$ cat config.mk
export PLATFORM = sky130hd
export DESIGN_NAME = motor_ramp_ctrl
export DESIGN_NICKNAME = d
export VERILOG_FILES = /design/src/rtl/motor_ramp_ctrl.sv
export SDC_FILE = /design/constraint.sdc
export NUM_CORES = 1
export LEC_CHECK = 0
export BUFFER_PORTS_ARGS = -buffer_cell sky130_fd_sc_hd__clkbuf_2
export CAP_MARGIN = 5
export CELL_PAD_IN_SITES_DETAIL_PLACEMENT = 1
export CELL_PAD_IN_SITES_GLOBAL_PLACEMENT = 1
export CORE_UTILIZATION = 30
export DETAILED_ROUTE_END_ITERATION = 16
export MAX_ROUTING_LAYER = met4
export PLACE_DENSITY_LB_ADDON = 0.12
export REMOVE_ABC_BUFFERS = 1
export SKIP_CTS_REPAIR_TIMING = 1
export SLEW_MARGIN = 20
export SYNTH_ARGS = -nofsm -noshare
export SYNTH_HDL_FRONTEND = slang
export SYNTH_SLANG_ARGS = --single-unit
$ cat constraint.sdc
create_clock -name i_clk -period 8.31 [get_ports i_clk]
set_clock_uncertainty 0.15 [all_clocks]
set_input_delay 0.4155 -clock i_clk [delete_from_list [all_inputs] [get_ports i_clk]]
set_output_delay 0.4155 -clock i_clk [all_outputs]
set_load 0.01 [all_outputs]
$ cat src/rtl/motor_ramp_ctrl.sv
// motor_ramp_ctrl: four-channel motor PWM with a shared period counter, an
// arm/run/fault state machine, per-channel duty slew limiting and a host watchdog.

// One channel: holds the current and target duty, slews current toward target, drives the pin.
module motor_ramp_lane #(
    parameter int DUTY_W    = 16,
    parameter int RAMP_STEP = 10,
    parameter int ARM_DUTY  = 50
) (
    input  logic              clk,
    input  logic              rst,
    input  logic              pwm_en,
    input  logic [DUTY_W-1:0] cnt,
    input  logic              ramp_en,
    input  logic              load_arm,
    input  logic              clr_all,
    input  logic              zero_tgt,
    input  logic              set_en,
    input  logic [DUTY_W-1:0] set_duty,
    output logic              pwm,
    output logic [DUTY_W-1:0] cur
);
    localparam logic [DUTY_W-1:0] STEP  = DUTY_W'(RAMP_STEP);
    localparam logic [DUTY_W-1:0] ARM_D = DUTY_W'(ARM_DUTY);

    logic [DUTY_W-1:0] tgt;
    logic [DUTY_W-1:0] ramp_nxt;

    // Next ramped duty: snap to target when within one step, otherwise move one step.
    always_comb begin
        ramp_nxt = cur;
        if (tgt > cur)
            ramp_nxt = ((tgt - cur) <= STEP) ? tgt : cur + STEP;
        else if (cur > tgt)
            ramp_nxt = ((cur - tgt) <= STEP) ? tgt : cur - STEP;
    end

    // Duty registers and registered PWM pin; disarm/arm loads take priority over ramp and set.
    always_ff @(posedge clk or posedge rst) begin
        if (rst) begin
            cur <= '0;
            tgt <= '0;
            pwm <= 1'b0;
        end else begin
            pwm <= pwm_en && (cnt < cur);
            if (clr_all) begin
                cur <= '0;
                tgt <= '0;
            end else if (load_arm) begin
                cur <= ARM_D;
                tgt <= ARM_D;
            end else begin
                if (ramp_en)
                    cur <= ramp_nxt;
                if (zero_tgt)
                    tgt <= '0;
                else if (set_en)
                    tgt <= set_duty;
            end
        end
    end
endmodule

module motor_ramp_ctrl #(
    parameter int PERIOD_CYCLES = 1000,
    parameter int DUTY_W        = 16,
    parameter int RAMP_STEP     = 10,
    parameter int ARM_DUTY      = 50,
    parameter int ARM_PERIODS   = 50,
    parameter int WDOG_PERIODS  = 500
) (
    input  logic                  i_clk,
    input  logic                  i_reset,
    input  logic                  i_cmd_valid,
    output logic                  o_cmd_ready,
    input  logic [1:0]            i_cmd_op,
    input  logic [1:0]            i_cmd_ch,
    input  logic [DUTY_W-1:0]     i_cmd_duty,
    output logic [3:0]            o_pwm,
    output logic [1:0]            o_state,
    output logic                  o_fault,
    output logic                  o_period_tick,
    output logic [4*DUTY_W-1:0]   o_duty_flat
);
    localparam int NUM_LANES = 4;
    localparam int ARM_W     = $clog2(ARM_PERIODS + 1);
    localparam int WDOG_W    = $clog2(WDOG_PERIODS + 1);
    localparam logic [DUTY_W-1:0] PERIOD_D = DUTY_W'(PERIOD_CYCLES);
    localparam logic [ARM_W-1:0]  ARM_LAST = ARM_W'(ARM_PERIODS - 1);
    localparam logic [WDOG_W-1:0] WDOG_MAX = WDOG_W'(WDOG_PERIODS);
    localparam logic [1:0] OP_SET    = 2'd0;
    localparam logic [1:0] OP_ARM    = 2'd1;
    localparam logic [1:0] OP_DISARM = 2'd2;

    typedef enum logic [1:0] {DISARMED = 2'd0, ARMING = 2'd1, RUNNING = 2'd2, FAULT = 2'd3} state_t;

    typedef struct packed {
        logic [1:0]        op;
        logic [1:0]        ch;
        logic [DUTY_W-1:0] duty;
    } cmd_t;

    state_t                               state;
    cmd_t                                 cmd;
    logic [DUTY_W-1:0]                    cnt;
    logic [DUTY_W-1:0]                    duty_clamp;
    logic [ARM_W-1:0]                     arm_cnt;
    logic [WDOG_W-1:0]                    wdog;
    logic                                 tick, accept, arm_cmd, disarm_cmd;
    logic                                 wdog_expire, ramp_en, pwm_en;
    logic [NUM_LANES-1:0]                 set_en;
    logic [NUM_LANES-1:0][DUTY_W-1:0]     cur;

    assign cmd         = '{op: i_cmd_op, ch: i_cmd_ch, duty: i_cmd_duty};
    assign tick        = (cnt == PERIOD_D - 1'b1);
    // Arming stalls the host rather than dropping commands.
    assign o_cmd_ready = (state != ARMING);
    assign accept      = i_cmd_valid && o_cmd_ready;
    assign arm_cmd     = accept && (cmd.op == OP_ARM) && (state == DISARMED);
    assign disarm_cmd  = accept && (cmd.op == OP_DISARM);
    // An accepted command on the expiry tick refreshes the watchdog instead of faulting.
    assign wdog_expire = (state == RUNNING) && tick && !accept && (wdog >= WDOG_MAX - 1'b1);
    assign ramp_en     = tick && ((state == RUNNING) || (state == FAULT));
    assign pwm_en      = (state != DISARMED);
    assign duty_clamp  = (cmd.duty > PERIOD_D) ? PERIOD_D : cmd.duty;
    assign o_state     = state;
    assign o_fault     = (state == FAULT);
    assign o_duty_flat = cur;

    // Shared period counter and the registered end-of-period pulse.
    always_ff @(posedge i_clk or posedge i_reset) begin
        if (i_reset) begin
            cnt           <= '0;
            o_period_tick <= 1'b0;
        end else begin
            cnt           <= tick ? '0 : cnt + 1'b1;
            o_period_tick <= tick;
        end
    end

    // Arm/run/fault state machine with the arming period counter.
    always_ff @(posedge i_clk or posedge i_reset) begin
        if (i_reset) begin
            state   <= DISARMED;
            arm_cnt <= '0;
        end else begin
            case (state)
                DISARMED: begin
                    if (arm_cmd) begin
                        state   <= ARMING;
                        arm_cnt <= '0;
                    end
                end
                ARMING: begin
                    if (tick) begin
                        arm_cnt <= arm_cnt + 1'b1;
                        if (arm_cnt == ARM_LAST)
                            state <= RUNNING;
                    end
                end
                RUNNING: begin
                    if (disarm_cmd)
                        state <= DISARMED;
                    else if (wdog_expire)
                        state <= FAULT;
                end
                default: begin
                    if (disarm_cmd)
                        state <= DISARMED;
                end
            endcase
        end
    end

    // Watchdog counts periods without an accepted command, only while running.
    always_ff @(posedge i_clk or posedge i_reset) begin
        if (i_reset)
            wdog <= '0;
        else if ((state != RUNNING) || accept)
            wdog <= '0;
        else if (tick && (wdog != WDOG_MAX))
            wdog <= wdog + 1'b1;
    end

    for (genvar g = 0; g < NUM_LANES; g++) begin : g_lane
        assign set_en[g] = accept && (state == RUNNING) && (cmd.op == OP_SET) && (cmd.ch == 2'(g));

        motor_ramp_lane #(
            .DUTY_W    (DUTY_W),
            .RAMP_STEP (RAMP_STEP),
            .ARM_DUTY  (ARM_DUTY)
        ) u_lane (
            .clk      (i_clk),
            .rst      (i_reset),
            .pwm_en   (pwm_en),
            .cnt      (cnt),
            .ramp_en  (ramp_en),
            .load_arm (arm_cmd),
            .clr_all  (disarm_cmd),
            .zero_tgt (wdog_expire),
            .set_en   (set_en[g]),
            .set_duty (duty_clamp),
            .pwm      (o_pwm[g]),
            .cur      (cur[g])
        );
    end
endmodule

Word-level counts from Yosys, hierarchy flattened
Cells that the tools add are included.

Register bits after elaboration: 166. Logic and storage cells: 177.

Equal/unequal tests: 17. Order comparisons: 22. Mux-type cells: 58. Reductions and logical operators: 44. Add/sub/neg operators: 19.

Operators by type and width (number): $mux W16 (46); $gt A16 B16 Y1 (8); $le A16 B4 Y1 const B (8); $sub A16 B16 Y16 (8); $add A16 B4 Y16 const B (4); $lt A16 B16 Y1 (4); $sub A16 B4 Y16 const B (4); $reduce_bool A4 Y1 (9); $logic_and A1 B1 Y1 (19); $mux W9 (2); $add A16 B1 Y16 const B (1); $eq A16 B10 Y1 const B (1); $gt A16 B10 Y1 const B (1); $mux W2 (6); $mux W6 (2); $pmux W6 S2 (1); $eq A2 B2 Y1 const B (5); $add A9 B1 Y9 const B (1); $ge A9 B9 Y1 const B (1); $ne A9 B9 Y1 const B (1); $ne A2 B2 Y1 const B (4); $reduce_and A2 Y1 (4); $add A6 B1 Y6 const B (1); $eq A2 B1 Y1 const B (3); 11 further kinds (16).

Logic depth before layout (Yosys ltp)
Depth in word-level cells: 9. Depth in mapped cells: 17. Depth with buffers taken out: 15.

Cells and area by module
From an unflattened synthesis, not the netlist that was laid out.

Cells, all modules: 2466. Area total of the unflattened synthesis: 19408.6 um^2.

By module, submodules not included: motor_ramp_lane (g_lane[1].u_lane ...) (area an instance 4340.4 um^2, times used 3, cells each 565, sequential area each 825.8 um^2); motor_ramp_lane (g_lane[0].u_lane) (area an instance 4380.5 um^2, times used 1, cells each 553, sequential area each 825.8 um^2); motor_ramp_ctrl (area an instance 2006.9 um^2, times used 1, cells each 218, sequential area each 850.8 um^2).

Worst setup path before layout
Ideal clock, no wire load.

Kind: register to register. Start: register g_lane[0].u_lane.cur[4]. End: register g_lane[0].u_lane.cur[6]. Buffers on the path: 4. Period minus slack after synthesis: 4.228 ns. Arrival time: 3.948 ns. Setup time: 0.130 ns. Path slack: 4.082 ns. Stages on the path, launching flop included: 18. Required time: 8.030 ns. Cell sequence: dfrtp_1 > buf_1 > inv_1 > ha_1 > buf_2 > nand2_1 > o21ai_1 > a21oi_2 > xnor2_1 > or4_1 > a2111oi_2 > or4b_1 > buf_2 > mux2_4 > buf_6 > a2bb2oi_1 > o211ai_1 > o21ai_1.

Longest elaborated chain between the ends: 8. Elaborated cells on any way between the ends: 17. Classes of those cells: add/sub: 4; order compare: 4; mux: 7; reduce/logical: 2.

Ends and longest elaborated chain: from (decl) (line 21) `output logic [DUTY_W-1:0] cur`; from (signal assigned) (line 54) `cur <= ramp_nxt;`; $sub A16 B16 Y16 (line 35) `ramp_nxt = ((cur - tgt) <= STEP) ? tgt : cur - STEP;`; $le A16 B4 Y1 (line 35); $mux W16 (line 35); $mux W16 (line 34) `else if (cur > tgt)`; $mux W16 (line 32) `if (tgt > cur)`; $mux W16 (line 53) `if (ramp_en)`; $mux W16 (line 49) `end else if (load_arm) begin`; $mux W16 (line 46) `if (clr_all) begin`.

Parallel ways exist; a longest one is shown, timed or not. The select of a mux whose other input is x is not followed. A chain may end at the register's enable or synchronous reset.

Final worst setup path
Start: register g_lane[1].u_lane.cur[4]. End: register g_lane[1].u_lane.cur[5].

Longest elaborated chain between the ends: 8. Elaborated cells on any way between the ends: 17. Classes of those cells: add/sub: 4; order compare: 4; mux: 7; reduce/logical: 2.

Ends and longest elaborated chain (line): from (decl) (21); from (signal assigned) (54); $sub A16 B16 Y16 (35); $le A16 B4 Y1 (35); $mux W16 (35); $mux W16 (34); $mux W16 (32); $mux W16 (53); $mux W16 (49); $mux W16 (46).

Parallel ways exist; a longest one is shown, timed or not. The select of a mux whose other input is x is not followed.

==> impl_metrics.prom <==
# TYPE chip_impl_metric gauge
chip_impl_metric{name="vdd_ir_drop_max",unit="mV"} 0.161
chip_impl_metric{name="postSynth.asyncResetShare",unit=""} 1.00
chip_impl_metric{name="routed_wirelength",unit="mm"} 76.5
chip_impl_metric{name="drv_cap",unit=""} 0
chip_impl_info{name="rsz0062_at_grt",value="false"} 1
chip_impl_metric{name="cellPowerDensity",unit="nW/um^2"} 80.4
chip_impl_info{name="setup.worst_path.end_class",value="flip-flop"} 1
chip_impl_metric{name="core_area",unit="sq um"} 60800
chip_impl_metric{name="worst_ep_required_time",unit="ns"} 8.51
chip_impl_info{name="crit_reg_reg_endpoint",value="g_lane[1].u_lane.cur[5]"} 1
chip_impl_metric{name="hold_path_depth",unit=""} 4
chip_impl_info{name="critical_path.startpoint_type",value="flip-flop"} 1
chip_impl_metric{name="worstMarginPinSlew",unit="ns"} 1.18
chip_impl_metric{name="yosys.cell_types.count",unit=""} 92
chip_impl_metric{name="post_route_cells_drive_above_1_share",unit=""} 0.0869
chip_impl_info{name="hold_path.startpoint",value="i_cmd_duty[0]"} 1
chip_impl_metric{name="post_placement_cell_count",unit=""} 3200
chip_impl_info{name="ys_top_cells_by_count",value="223 x sky130_fd_sc_hd__nor2_1, 206 x sky130_fd_sc_hd__ha_1, 196 x sky130_fd_sc_hd__a21oi_1"} 1
chip_impl_metric{name="cts.sinks",unit=""} 166
chip_impl_info{name="ys_dominant_reg_cell",value="sky130_fd_sc_hd__dfrtp_1"} 1
chip_impl_info{name="timing.critical_path.slowest_stage_cell",value="sky130_fd_sc_hd__nor4_1"} 1
chip_impl_metric{name="fillers",unit=""} 7409
chip_impl_metric{name="cts.reportedPaths.clkPinSlew",unit="ns"} 0.08
chip_impl_metric{name="grt_pass1_wl",unit="mm"} 119
chip_impl_metric{name="synth.avg_cell_area",unit="sq um"} 7.69
chip_impl_metric{name="post_synth_inst_count",unit=""} 2418
chip_impl_metric{name="drt_pre_antenna_iters",unit=""} 5
chip_impl_metric{name="detail-route-antenna-nets",unit=""} 0
chip_impl_metric{name="fin_tns_setup",unit="ns"} 0
chip_impl_metric{name="antenna_found_initial",unit=""} 4
chip_impl_metric{name="crit_fanout",unit=""} 12
chip_impl_metric{name="cts_buffer_depth",unit=""} 2
chip_impl_metric{name="final_period_minus_worst_setup_slack",unit="ns"} 5.20
chip_impl_metric{name="critical-path-max-stage-delay",unit="ns"} 0.68
chip_impl_metric{name="layoutNonFillerInstCount",unit=""} 3235
chip_impl_metric{name="seq_cells_post_synth",unit=""} 166
chip_impl_metric{name="worst_slew_margin_relative_to_its_limit",unit=""} 0.206
chip_impl_metric{name="critPathArrivalTime",unit="ns"} 5.40
chip_impl_metric{name="grtUsageTotal",unit=""} 0.249
chip_impl_metric{name="synth_seq_area_share",unit=""} 0.223
chip_impl_metric{name="timing_max_transition_violations_final",unit=""} 0
chip_impl_info{name="synth_top_cells_by_area",value="sky130_fd_sc_hd__dfrtp_1 22%, sky130_fd_sc_hd__ha_1 14%, sky130_fd_sc_hd__a21oi_1 5.3%"} 1
chip_impl_metric{name="initial_core_util",unit=""} 0.306
chip_impl_info{name="yosysMostFrequentCell",value="sky130_fd_sc_hd__nor2_1"} 1
chip_impl_metric{name="drc",unit=""} 0
chip_impl_metric{name="num_vias",unit=""} 18798
chip_impl_metric{name="routed_wire_length_per_instance",unit="um"} 23.7
chip_impl_metric{name="yosys_warn_count",unit=""} 0
chip_impl_metric{name="h-tree-depth",unit=""} 4
chip_impl_info{name="r2r-start",value="g_lane[1].u_lane.cur[4]"} 1
chip_impl_info{name="cts_root_buffer",value="sky130_fd_sc_hd__clkbuf_16"} 1
chip_impl_metric{name="clock_insertion_delay_worst_skew",unit="ns"} 0.49
chip_impl_info{name="tritoncts",value="yes"} 1
chip_impl_metric{name="final-setup-viol-count",unit=""} 0
chip_impl_metric{name="portBuffers",unit=""} 95
chip_impl_metric{name="synthToLayoutAreaGrowth",unit="%"} 9.36
chip_impl_metric{name="max_freq",unit="MHz"} 192
chip_impl_metric{name="layout_worst_path_cycle_share",unit=""} 0.625
chip_impl_metric{name="via_count_of_the_first_global_routing_pass",unit=""} 19103
chip_impl_metric{name="rows",unit=""} 90
chip_impl_metric{name="pin_count",unit=""} 96
chip_impl_info{name="outcome",value="finished clean"} 1
chip_impl_metric{name="multi_input_area",unit="sq um"} 13300
chip_impl_metric{name="finish.net_count",unit=""} 2675
chip_impl_info{name="worst_hold_path.endpoint",value="g_lane[0].u_lane.tgt[0]"} 1
chip_impl_metric{name="dr.first_iter.drc_count",unit=""} 1151
chip_impl_metric{name="post_synth_instance_area",unit="sq um"} 18600
chip_impl_metric{name="die_width",unit="um"} 251
chip_impl_metric{name="depth_of_the_worst_register_to_register_path",unit=""} 13
chip_impl_info{name="timing.critical_path.cells",value="clkinv_1 > ha_1 > clkinv_1 > and3_1 > or4_1 > nor4_1 > nand3_1 > nor4_1 > nand3_1 > nand2b_1 > o221ai_1 > a2111oi_0 > a211oi_1"} 1
chip_impl_metric{name="gpl_wtd_cong",unit=""} 0.896
chip_impl_metric{name="finalHoldViolCount",unit=""} 0
chip_impl_metric{name="power_leakage",unit="nW"} 8.95
chip_impl_metric{name="die_height",unit="um"} 251
chip_impl_metric{name="hpwl",unit="mm"} 59.8
chip_impl_metric{name="cts-buffers-inserted",unit=""} 17
chip_impl_metric{name="ff_latch_area",unit="sq um"} 4150
chip_impl_metric{name="vias_per_cell",unit=""} 5.81
chip_impl_metric{name="path_buf_inv",unit=""} 2
chip_impl_metric{name="timing.reg2reg.setup_slack",unit="ns"} 3.11
chip_impl_info{name="type_of_the_worst_setup_path",value="reg2reg"} 1
chip_impl_info{name="synth_area_leader_cell",value="sky130_fd_sc_hd__dfrtp_1"} 1
chip_impl_metric{name="synth_top_area_frac",unit=""} 0.223
chip_impl_metric{name="synth_edf_count",unit=""} 0
chip_impl_metric{name="global_route.overflow_total",unit=""} 0
chip_impl_info{name="critPathTopFamily",value="simple AND/OR/NAND/NOR gates"} 1
chip_impl_metric{name="grt_start_max_net_pins",unit=""} 96
chip_impl_metric{name="total_die_area",unit="sq um"} 63000
chip_impl_info{name="hp-class",value="in2reg"} 1
how the worst max path moves through the flow:
stage,slack [ns],endpoint,from,cells after the start
2_1_floorplan,3.25,arm_cnt[0],i_reset,1
3_3_place_gp,3.22,g_lane[0].u_lane.cur[8],g_lane[0].u_lane.cur[1],13
3_5_place_dp,3.19,g_lane[1].u_lane.cur[5],g_lane[1].u_lane.cur[4],13
4_1_cts,3.17,g_lane[1].u_lane.cur[5],g_lane[1].u_lane.cur[4],13
5_1_grt,2.87,g_lane[1].u_lane.cur[5],g_lane[1].u_lane.cur[4],13
6_report,3.11,g_lane[1].u_lane.cur[5],g_lane[1].u_lane.cur[4],13
power by group:
part	switching, W	internal, W	leakage (nW)
Combinational	0.0000226	0.00000559	6.66
Clock	0.000381	0.000418	0.273
Sequential	0	0.000807	2.02
Total	0.000404	0.00123	8.95
area by class of cell:
type,instances,share of cell area
Antenna cell,2,0.000246
Clock buffer,24,0.0242
Clock inverter,8,0.00332
Inverter,187,0.0349
Multi-Input combinational cell,1948,0.653
Sequential cell,166,0.204
Tap cell,782,0.0481
Timing Repair Buffer,118,0.0322
per-layer routing:
| layer | routed length, um | global-route usage |
|---|---|---|
| met1 | 37100 | 0.339 |
| met2 | 36000 | 0.399 |
| met3 | 2240 | 0.0236 |
| met4 | 1190 | 0.0584 |
| met5 | 0 | - |
metrics by stage:
stage                util  setup WS [ns]  total power [W]  hold WS (ns)  cell area, sq um
floorplan               -           3.25         0.000837         0.332             18100
global placement    0.325           3.22         0.000853         0.387             19700
detailed placement  0.325           3.19         0.000853         0.401             19800
CTS                 0.334           3.17          0.00167       -0.0734             20300
global route        0.334           2.87          0.00169         0.340             20300
finish              0.334           3.11          0.00163         0.335             20300
logic make-up (layout without fill, tap and decap cells):
kind of cell               Yosys count  in the layout  share of synthesized area
and+or+nand+nor                    827            827                      0.220
buffers and inverters              304            337                     0.0643
xor gates and xnor gates           100            100                     0.0471
other                                0              2                          0
AOI/OAI and AO/OA                  764            764                      0.273
muxes                               43             43                     0.0254
DFF                                166            166                      0.223
adders and majority gates          214            214                      0.147
sequential cells by signal (all words and copies together) (netlist names):
register and cells:
g_lane.u_lane.tgt 64, arm_cnt 6, cnt 16, g_lane.u_lane.cur 64, wdog 9, o_state 2, g_lane.u_lane.pwm 4, o_period_tick 1
worst reg2reg max path, cell delays in order, from the launching register on:
cell and delay, ns:
sky130_fd_sc_hd__dfrtp_1 0.59, sky130_fd_sc_hd__clkinv_1 0.41, sky130_fd_sc_hd__ha_1 0.54, sky130_fd_sc_hd__clkinv_1 0.23, sky130_fd_sc_hd__and3_1 0.20, sky130_fd_sc_hd__or4_1 0.46, sky130_fd_sc_hd__nor4_1 0.24, sky130_fd_sc_hd__nand3_1 0.12
sky130_fd_sc_hd__nor4_1 0.68, sky130_fd_sc_hd__nand3_1 0.25, sky130_fd_sc_hd__nand2b_1 0.48, sky130_fd_sc_hd__o221ai_1 0.19, sky130_fd_sc_hd__a2111oi_0 0.44, sky130_fd_sc_hd__a211oi_1 0.10
cells in the final DEF (no fill, tap or decap), types with 13 or more instances in the layout:
master / count
sky130_fd_sc_hd__mux2_2: 18
sky130_fd_sc_hd__nand2b_1: 35
sky130_fd_sc_hd__dfrtp_1: 166
sky130_fd_sc_hd__mux2i_1: 22
sky130_fd_sc_hd__o21a_1: 40
sky130_fd_sc_hd__nand2_1: 168
sky130_fd_sc_hd__nor3_1: 82
sky130_fd_sc_hd__xnor2_1: 78
sky130_fd_sc_hd__clkbuf_16: 17
sky130_fd_sc_hd__and2_1: 16
sky130_fd_sc_hd__or3_1: 33
sky130_fd_sc_hd__o21ai_1: 18
sky130_fd_sc_hd__ha_1: 206
sky130_fd_sc_hd__a21oi_1: 196
sky130_fd_sc_hd__o31ai_1: 19
sky130_fd_sc_hd__or2_2: 13
sky130_fd_sc_hd__nand4_1: 40
sky130_fd_sc_hd__o21ai_0: 130
sky130_fd_sc_hd__xor2_1: 22
sky130_fd_sc_hd__buf_4: 21
sky130_fd_sc_hd__clkbuf_2: 95
sky130_fd_sc_hd__inv_1: 181
sky130_fd_sc_hd__a211oi_1: 46
sky130_fd_sc_hd__nor4_1: 29
sky130_fd_sc_hd__nor2_1: 223
sky130_fd_sc_hd__a31oi_1: 24
sky130_fd_sc_hd__o211ai_1: 25
sky130_fd_sc_hd__o21bai_1: 13
sky130_fd_sc_hd__o22ai_1: 26
sky130_fd_sc_hd__nor2b_1: 22
sky130_fd_sc_hd__o221ai_1: 24
sky130_fd_sc_hd__nand3_1: 92
sky130_fd_sc_hd__a21o_1: 64
sky130_fd_sc_hd__and3_1: 21
Note: power is estimated with default switching activity, not from simulation.
